==> src/rtl/fib_timer_buffer_pkg.sv <==
// fib_timer_buffer_pkg: shared buffer sizing and top-level control FSM state encodings
package fib_timer_buffer_pkg;
  localparam int FTB_DATA_W = 16;
  localparam int FTB_DEPTH  = 8;
  localparam int FTB_PTR_W  = $clog2(FTB_DEPTH);
  localparam logic [2:0] S_IDLE      = 3'd1;
  localparam logic [2:0] S_FIB       = 3'd2;
  localparam logic [2:0] S_TIMER     = 3'd3;
  localparam logic [2:0] S_COMM      = 3'd4;
  localparam logic [2:0] S_WAIT      = 3'd5;
  localparam logic [2:0] S_BUF_EMPTY = 3'd6;
endpackage

==> src/rtl/fib_timer_buffer_mem.sv <==
// fib_timer_buffer_mem: DEPTH x DATA_W register array, synchronous write, combinational read
module fib_timer_buffer_mem #(
  parameter int DATA_W = 16,
  parameter int DEPTH  = 8,
  parameter int AW     = $clog2(DEPTH)
) (
  input  logic              clk,
  input  logic              we,
  input  logic [AW-1:0]     waddr,
  input  logic [DATA_W-1:0] wdata,
  input  logic [AW-1:0]     raddr,
  output logic [DATA_W-1:0] rdata
);
  logic [DATA_W-1:0] mem [DEPTH];
  always_ff @(posedge clk)
    if (we) mem[waddr] <= wdata;
  assign rdata = mem[raddr];
endmodule

==> src/rtl/fib_timer_buffer.sv <==
// fib_timer_buffer: elastic FIFO between the Fibonacci/Timer producers and the display consumer.
// Define FIB_TIMER_BUFFER_OVF_CNT_EN to add the saturating dropped-write counter ovf_cnt.
module fib_timer_buffer
  import fib_timer_buffer_pkg::*;
#(
  parameter int DATA_W = FTB_DATA_W,
  parameter int DEPTH  = FTB_DEPTH
) (
  input  logic                       clk,
  input  logic                       rst,
  input  logic                       clear,
  input  logic [DATA_W-1:0]          data_1,
  input  logic                       data_1_en,
  input  logic                       rd_tick,
  output logic [DATA_W-1:0]          data_2,
  output logic                       data_2_valid,
  output logic                       buffer_full,
  output logic                       buffer_empty,
`ifdef FIB_TIMER_BUFFER_OVF_CNT_EN
  output logic [7:0]                 ovf_cnt,
`endif
  output logic [$clog2(DEPTH):0]     count
);
  localparam int PTR_W = $clog2(DEPTH);
  logic [PTR_W-1:0]  wr_ptr, rd_ptr;
  logic [DATA_W-1:0] rdata;
  logic              do_rd, do_wr;
  logic [PTR_W:0]    count_n;
  // Flags are registered, so a word written this cycle is never visible to a read this cycle.
  always_comb begin
    do_rd   = rd_tick && !buffer_empty;
    do_wr   = data_1_en && (!buffer_full || do_rd);
    count_n = count + {{PTR_W{1'b0}}, do_wr} - {{PTR_W{1'b0}}, do_rd};
  end
  fib_timer_buffer_mem #(.DATA_W(DATA_W), .DEPTH(DEPTH), .AW(PTR_W)) u_mem (
    .clk  (clk),
    .we   (do_wr && !clear),
    .waddr(wr_ptr),
    .wdata(data_1),
    .raddr(rd_ptr),
    .rdata(rdata)
  );
  always_ff @(posedge clk or negedge rst)
    if (!rst) begin
      wr_ptr       <= '0;
      rd_ptr       <= '0;
      count        <= '0;
      data_2       <= '0;
      data_2_valid <= 1'b0;
      buffer_full  <= 1'b0;
      buffer_empty <= 1'b1;
    end else if (clear) begin
      wr_ptr       <= '0;
      rd_ptr       <= '0;
      count        <= '0;
      data_2_valid <= 1'b0;
      buffer_full  <= 1'b0;
      buffer_empty <= 1'b1;
    end else begin
      wr_ptr       <= wr_ptr + PTR_W'(do_wr);
      rd_ptr       <= rd_ptr + PTR_W'(do_rd);
      count        <= count_n;
      data_2_valid <= do_rd;
      buffer_full  <= count_n == (PTR_W+1)'(DEPTH);
      buffer_empty <= count_n == '0;
      if (do_rd) data_2 <= rdata;
    end
`ifdef FIB_TIMER_BUFFER_OVF_CNT_EN
  always_ff @(posedge clk or negedge rst)
    if (!rst) ovf_cnt <= '0;
    else if (clear) ovf_cnt <= '0;
    else if (data_1_en && buffer_full && !do_rd && ovf_cnt != 8'hff) ovf_cnt <= ovf_cnt + 8'd1;
`endif
endmodule

==> config.mk <==
export PLATFORM = sky130hd
export DESIGN_NAME = fib_timer_buffer
export DESIGN_NICKNAME = d
export VERILOG_FILES = /design/src/rtl/fib_timer_buffer_pkg.sv /design/src/rtl/fib_timer_buffer_mem.sv /design/src/rtl/fib_timer_buffer.sv
export SDC_FILE = /design/constraint.sdc
export NUM_CORES = 1
export LEC_CHECK = 0
export BUFFER_PORTS_ARGS = -buffer_cell sky130_fd_sc_hd__buf_2
export CORE_AREA = 2 2 136 112
export CTS_CLUSTER_DIAMETER = 150
export CTS_CLUSTER_SIZE = 10
export DETAILED_ROUTE_END_ITERATION = 8
export DIE_AREA = 0 0 138 114
export GPL_ROUTABILITY_DRIVEN = 1
export HOLD_SLACK_MARGIN = 0.15
export PLACE_DENSITY = 0.64
export SLEW_MARGIN = 40
export SYNTH_ARGS = -nofsm -noshare
export SYNTH_HDL_FRONTEND = slang
export SYNTH_SLANG_ARGS = --single-unit
==> constraint.sdc <==
create_clock -name clk -period 2.3 [get_ports clk]
set_input_delay 0.345 -clock clk [delete_from_list [all_inputs] [get_ports clk]]
set_output_delay 0.345 -clock clk [all_outputs]
set_load 0.02 [all_outputs]
==> qor.txt <==
required time worst endpoint: 2.63 ns
post-synthesis average cell area: 17.3 um2
Yosys top cell area share: 60.6%
RR Startpoint: buffer_empty
crit path from: buffer_empty
Worst Hold Class: input pin to flop
CTS tree: done
maxcap violations: 0
Syn Inst Count: 367
Gate power share: 22.4%
Fin. Hold Viols: 0
Final Cycle Share: 95.1%
vias in the first global route: 3440
WP data arrival: 2.51 ns
Leakage: 0.00269 uW
setup TNS: 0 ns
# nets final: 458
reg2reg setup slack: 0.11 ns
Synth area leaders: edfxtp_1 (61%), dfrtp_1 (11%), mux2i_1 (5.1%), mux2_2 (4.3%), o31ai_2 (3.2%)
Worst slew margin: 66.4%
Crit Path Class: flop to flop
worst skew pair latency: 0.41 ns
residual DRC count: 0
routed wire length per instance: 19.1 um
area of the multi-input gates: 0.00161 mm2
port bufs: 43
die area: 0.0157 mm2
FP Rows: 40
Worst Setup Start Kind: flop
min Tclk post-route: 2.19 ns
Area Overhead vs Synth: 17.2%
Seq/Total Area, Yosys: 72.1%
post-route insts no fill: 631
sw frac: 28.0%
Clock Path Buffers: 2
pin count of the biggest net entering global routing: 35
Clock Sinks: 157
worst slew pin tran: 0.503 ns
fmax: 457 MHz
CTS root buf: clkbuf_16
sw power: 2300 uW
Synth Warn #: 0
DR pass1 iterations: 4
DRT antenna net count: 0
CTS buffer count: 17
post-synth net total: 397
die width: 138 um
final setup vio count: 0
Util after Layout: 51.2%
area leader, netlist: edfxtp_1
Slew Viols, Final: 0
status: completed
fraction of layout cells with a size suffix above 1: 31.5%
r2r endpoint: buffer_empty
Distinct cells, synth: 35
PD cells: 1110 mW/mm2
die height: 114 um
first-pass GRT wire length: 19000 um
initial antenna violation count: 1
Post-Syn Area: 0.00634 mm2
clk_skew: 0.00697 ns
total power: 8230 uW
flop and latch count out of synthesis: 157
initial DRC count: 180
WL final: 12100 um
core area: 0.0145 mm2
via count: 3291
hold path depth: 1
register area: 0.00457 mm2
Reg clk slew, reported paths: 0.06 ns
CP Max Fanout: 3
Worst Setup EP: buffer_empty
number of I/O pins: 44
register share of total power: 43.2%
Initial Util: 43.7%
gpl congestion: 0.746
CP Capture Type: flop
gr usage total: 16.4%
RSZ-0062 raised after global routing: false
Power Internal: 5920 uW
Via density: 5.22
Reg2Reg Depth: 10
clock group share of total power: 34.4%
Post-DP HPWL: 6950 um
Overflow after GRT: 0
Filler Cells Inserted: 1192
number of post-CTS setup repair buffers: 0
worst vdd ir: 0.000794 V
DP Cell Count: 597
H-tree levels: 4
==> registers in the layout, summed over array words and instances (netlist names) <==
signal / cells
u_mem.mem: 128
data_2: 16
count: 4
rd_ptr: 3
wr_ptr: 3
buffer_empty: 1
buffer_full: 1
data_2_valid: 1
==> per-stage QoR <==
step,instance area [um2],worst slack [ns],hold slack (ns)
after floorplan,6350,0.0898,0.0494
after global placement,6780,0.0814,0.463
after detailed placement,6780,0.00924,0.477
after CTS,7400,0.00345,0.174
after global routing,7430,0.0283,0.189
final,7430,0.114,0.194
==> metal layers <==
| layer | global-route usage (%) | wire length, um |
|---|---|---|
| met3 | 3.86 | 550 |
| met5 | 0 | 0 |
| met1 | 22.1 | 5560 |
| met2 | 26.3 | 5880 |
| met4 | 6.39 | 92 |
==> critical path, stage by stage, from the launching register on <==
cell and delay [ns]:
dfstp_2 0.54, nor2b_1 0.05, nand2b_1 0.15, nand2_1 0.07
ha_1 0.22, inv_1 0.09, ha_4 0.15, fa_2 0.44
nor2_1 0.09, nand2_1 0.09, o31ai_2 0.19
==> how the worst min path moves through the flow <==
stage                from          endpoint  slack [ns]
2_1_floorplan         rst       buffer_full        0.05
3_3_place_gp    data_2[8]         data_2[8]        0.46
3_5_place_dp    data_2[6]         data_2[6]        0.48
4_1_cts         data_1[0]   u_mem.mem[6][0]        0.17
5_1_grt         data_1[1]   u_mem.mem[4][1]        0.19
6_report       data_1[12]  u_mem.mem[2][12]        0.19
==> cells in the final DEF, fill, tap and decap left out, types with 3 or more instances in the layout <==
| cell | instances |
|---|---|
| a22o_1 | 16 |
| buf_2 | 42 |
| buf_4 | 15 |
| bufinv_16 | 3 |
| clkbuf_16 | 17 |
| clkinv_2 | 3 |
| clkinv_4 | 3 |
| dfrtp_1 | 27 |
| edfxtp_1 | 128 |
| ha_1 | 7 |
| inv_1 | 8 |
| mux2_1 | 8 |
| mux2_2 | 24 |
| mux2i_1 | 32 |
| nand2_1 | 20 |
| nand2b_1 | 4 |
| nor2_1 | 10 |
| nor2b_1 | 7 |
| o22ai_1 | 16 |
| o31ai_2 | 17 |
| xnor2_1 | 3 |
==> power by group through the flow <==
| stage | logic (uW) | clock network (uW) | registers (uW) |
|---|---|---|---|
| 2_1_floorplan | 1160 | 0 | 3780 |
| 3_3_place_gp | 1750 | 0 | 3590 |
| 3_5_place_dp | 1800 | 0 | 3610 |
| 4_1_cts | 1800 | 2890 | 3550 |
| 5_1_grt | 2010 | 3030 | 3580 |
| 6_report | 1840 | 2830 | 3550 |
==> synthesized netlist by cell type <==
cell / instances
edfxtp_1: 128
mux2i_1: 32
dfrtp_1: 28
mux2_2: 24
nand2_1: 20
a22o_1: 16
o22ai_1: 16
o31ai_2: 16
nor2_1: 10
ha_1: 8
inv_1: 8
mux2_1: 8
buf_6: 7
nor2b_1: 7
buf_2: 4
clkbuf_1: 4
nand2b_1: 4
xnor2_1: 4
nor3_1: 3
a21oi_1: 2
and3_1: 2
buf_8: 2
o2111ai_1: 2
a21boi_0: 1
and2_1: 1
and2b_1: 1
buf_12: 1
dfstp_2: 1
fa_1: 1
nand3_1: 1
nor2_2: 1
nor3b_1: 1
nor4_1: 1
o31ai_1: 1
or3b_1: 1
==> layout make-up <==
type	instances	area share [%]
tap	189	3.18
clock buffer	19	5.96
clock inverter	13	2.21
antenna	1	0.0337
timing repair buffer	60	5.02
multi-input combinational	184	21.7
sequential	157	61.5
inverter	8	0.404
==> kinds of logic after synthesis <==
group,count (synthesis),share of synthesized area [%]
flip-flops,157,72.1
AO/OA/AOI/OAI,54,7.62
adder cells (fa/ha/maj),9,1.89
XOR/XNOR,4,0.553
multiplexers,64,10.7
AND/OR/NAND/NOR,53,4.05
buffers and inverters,26,3.06
==> what timing repair did <==
item | 4_1_cts | 5_1_grt
endpoints found under the hold margin | 28 | 0
hold buffers | 1 | 0
resized for setup | 0 | 5
endpoints found under the setup margin | 0 | 2
Note: power is estimated with default switching activity, not from simulation.
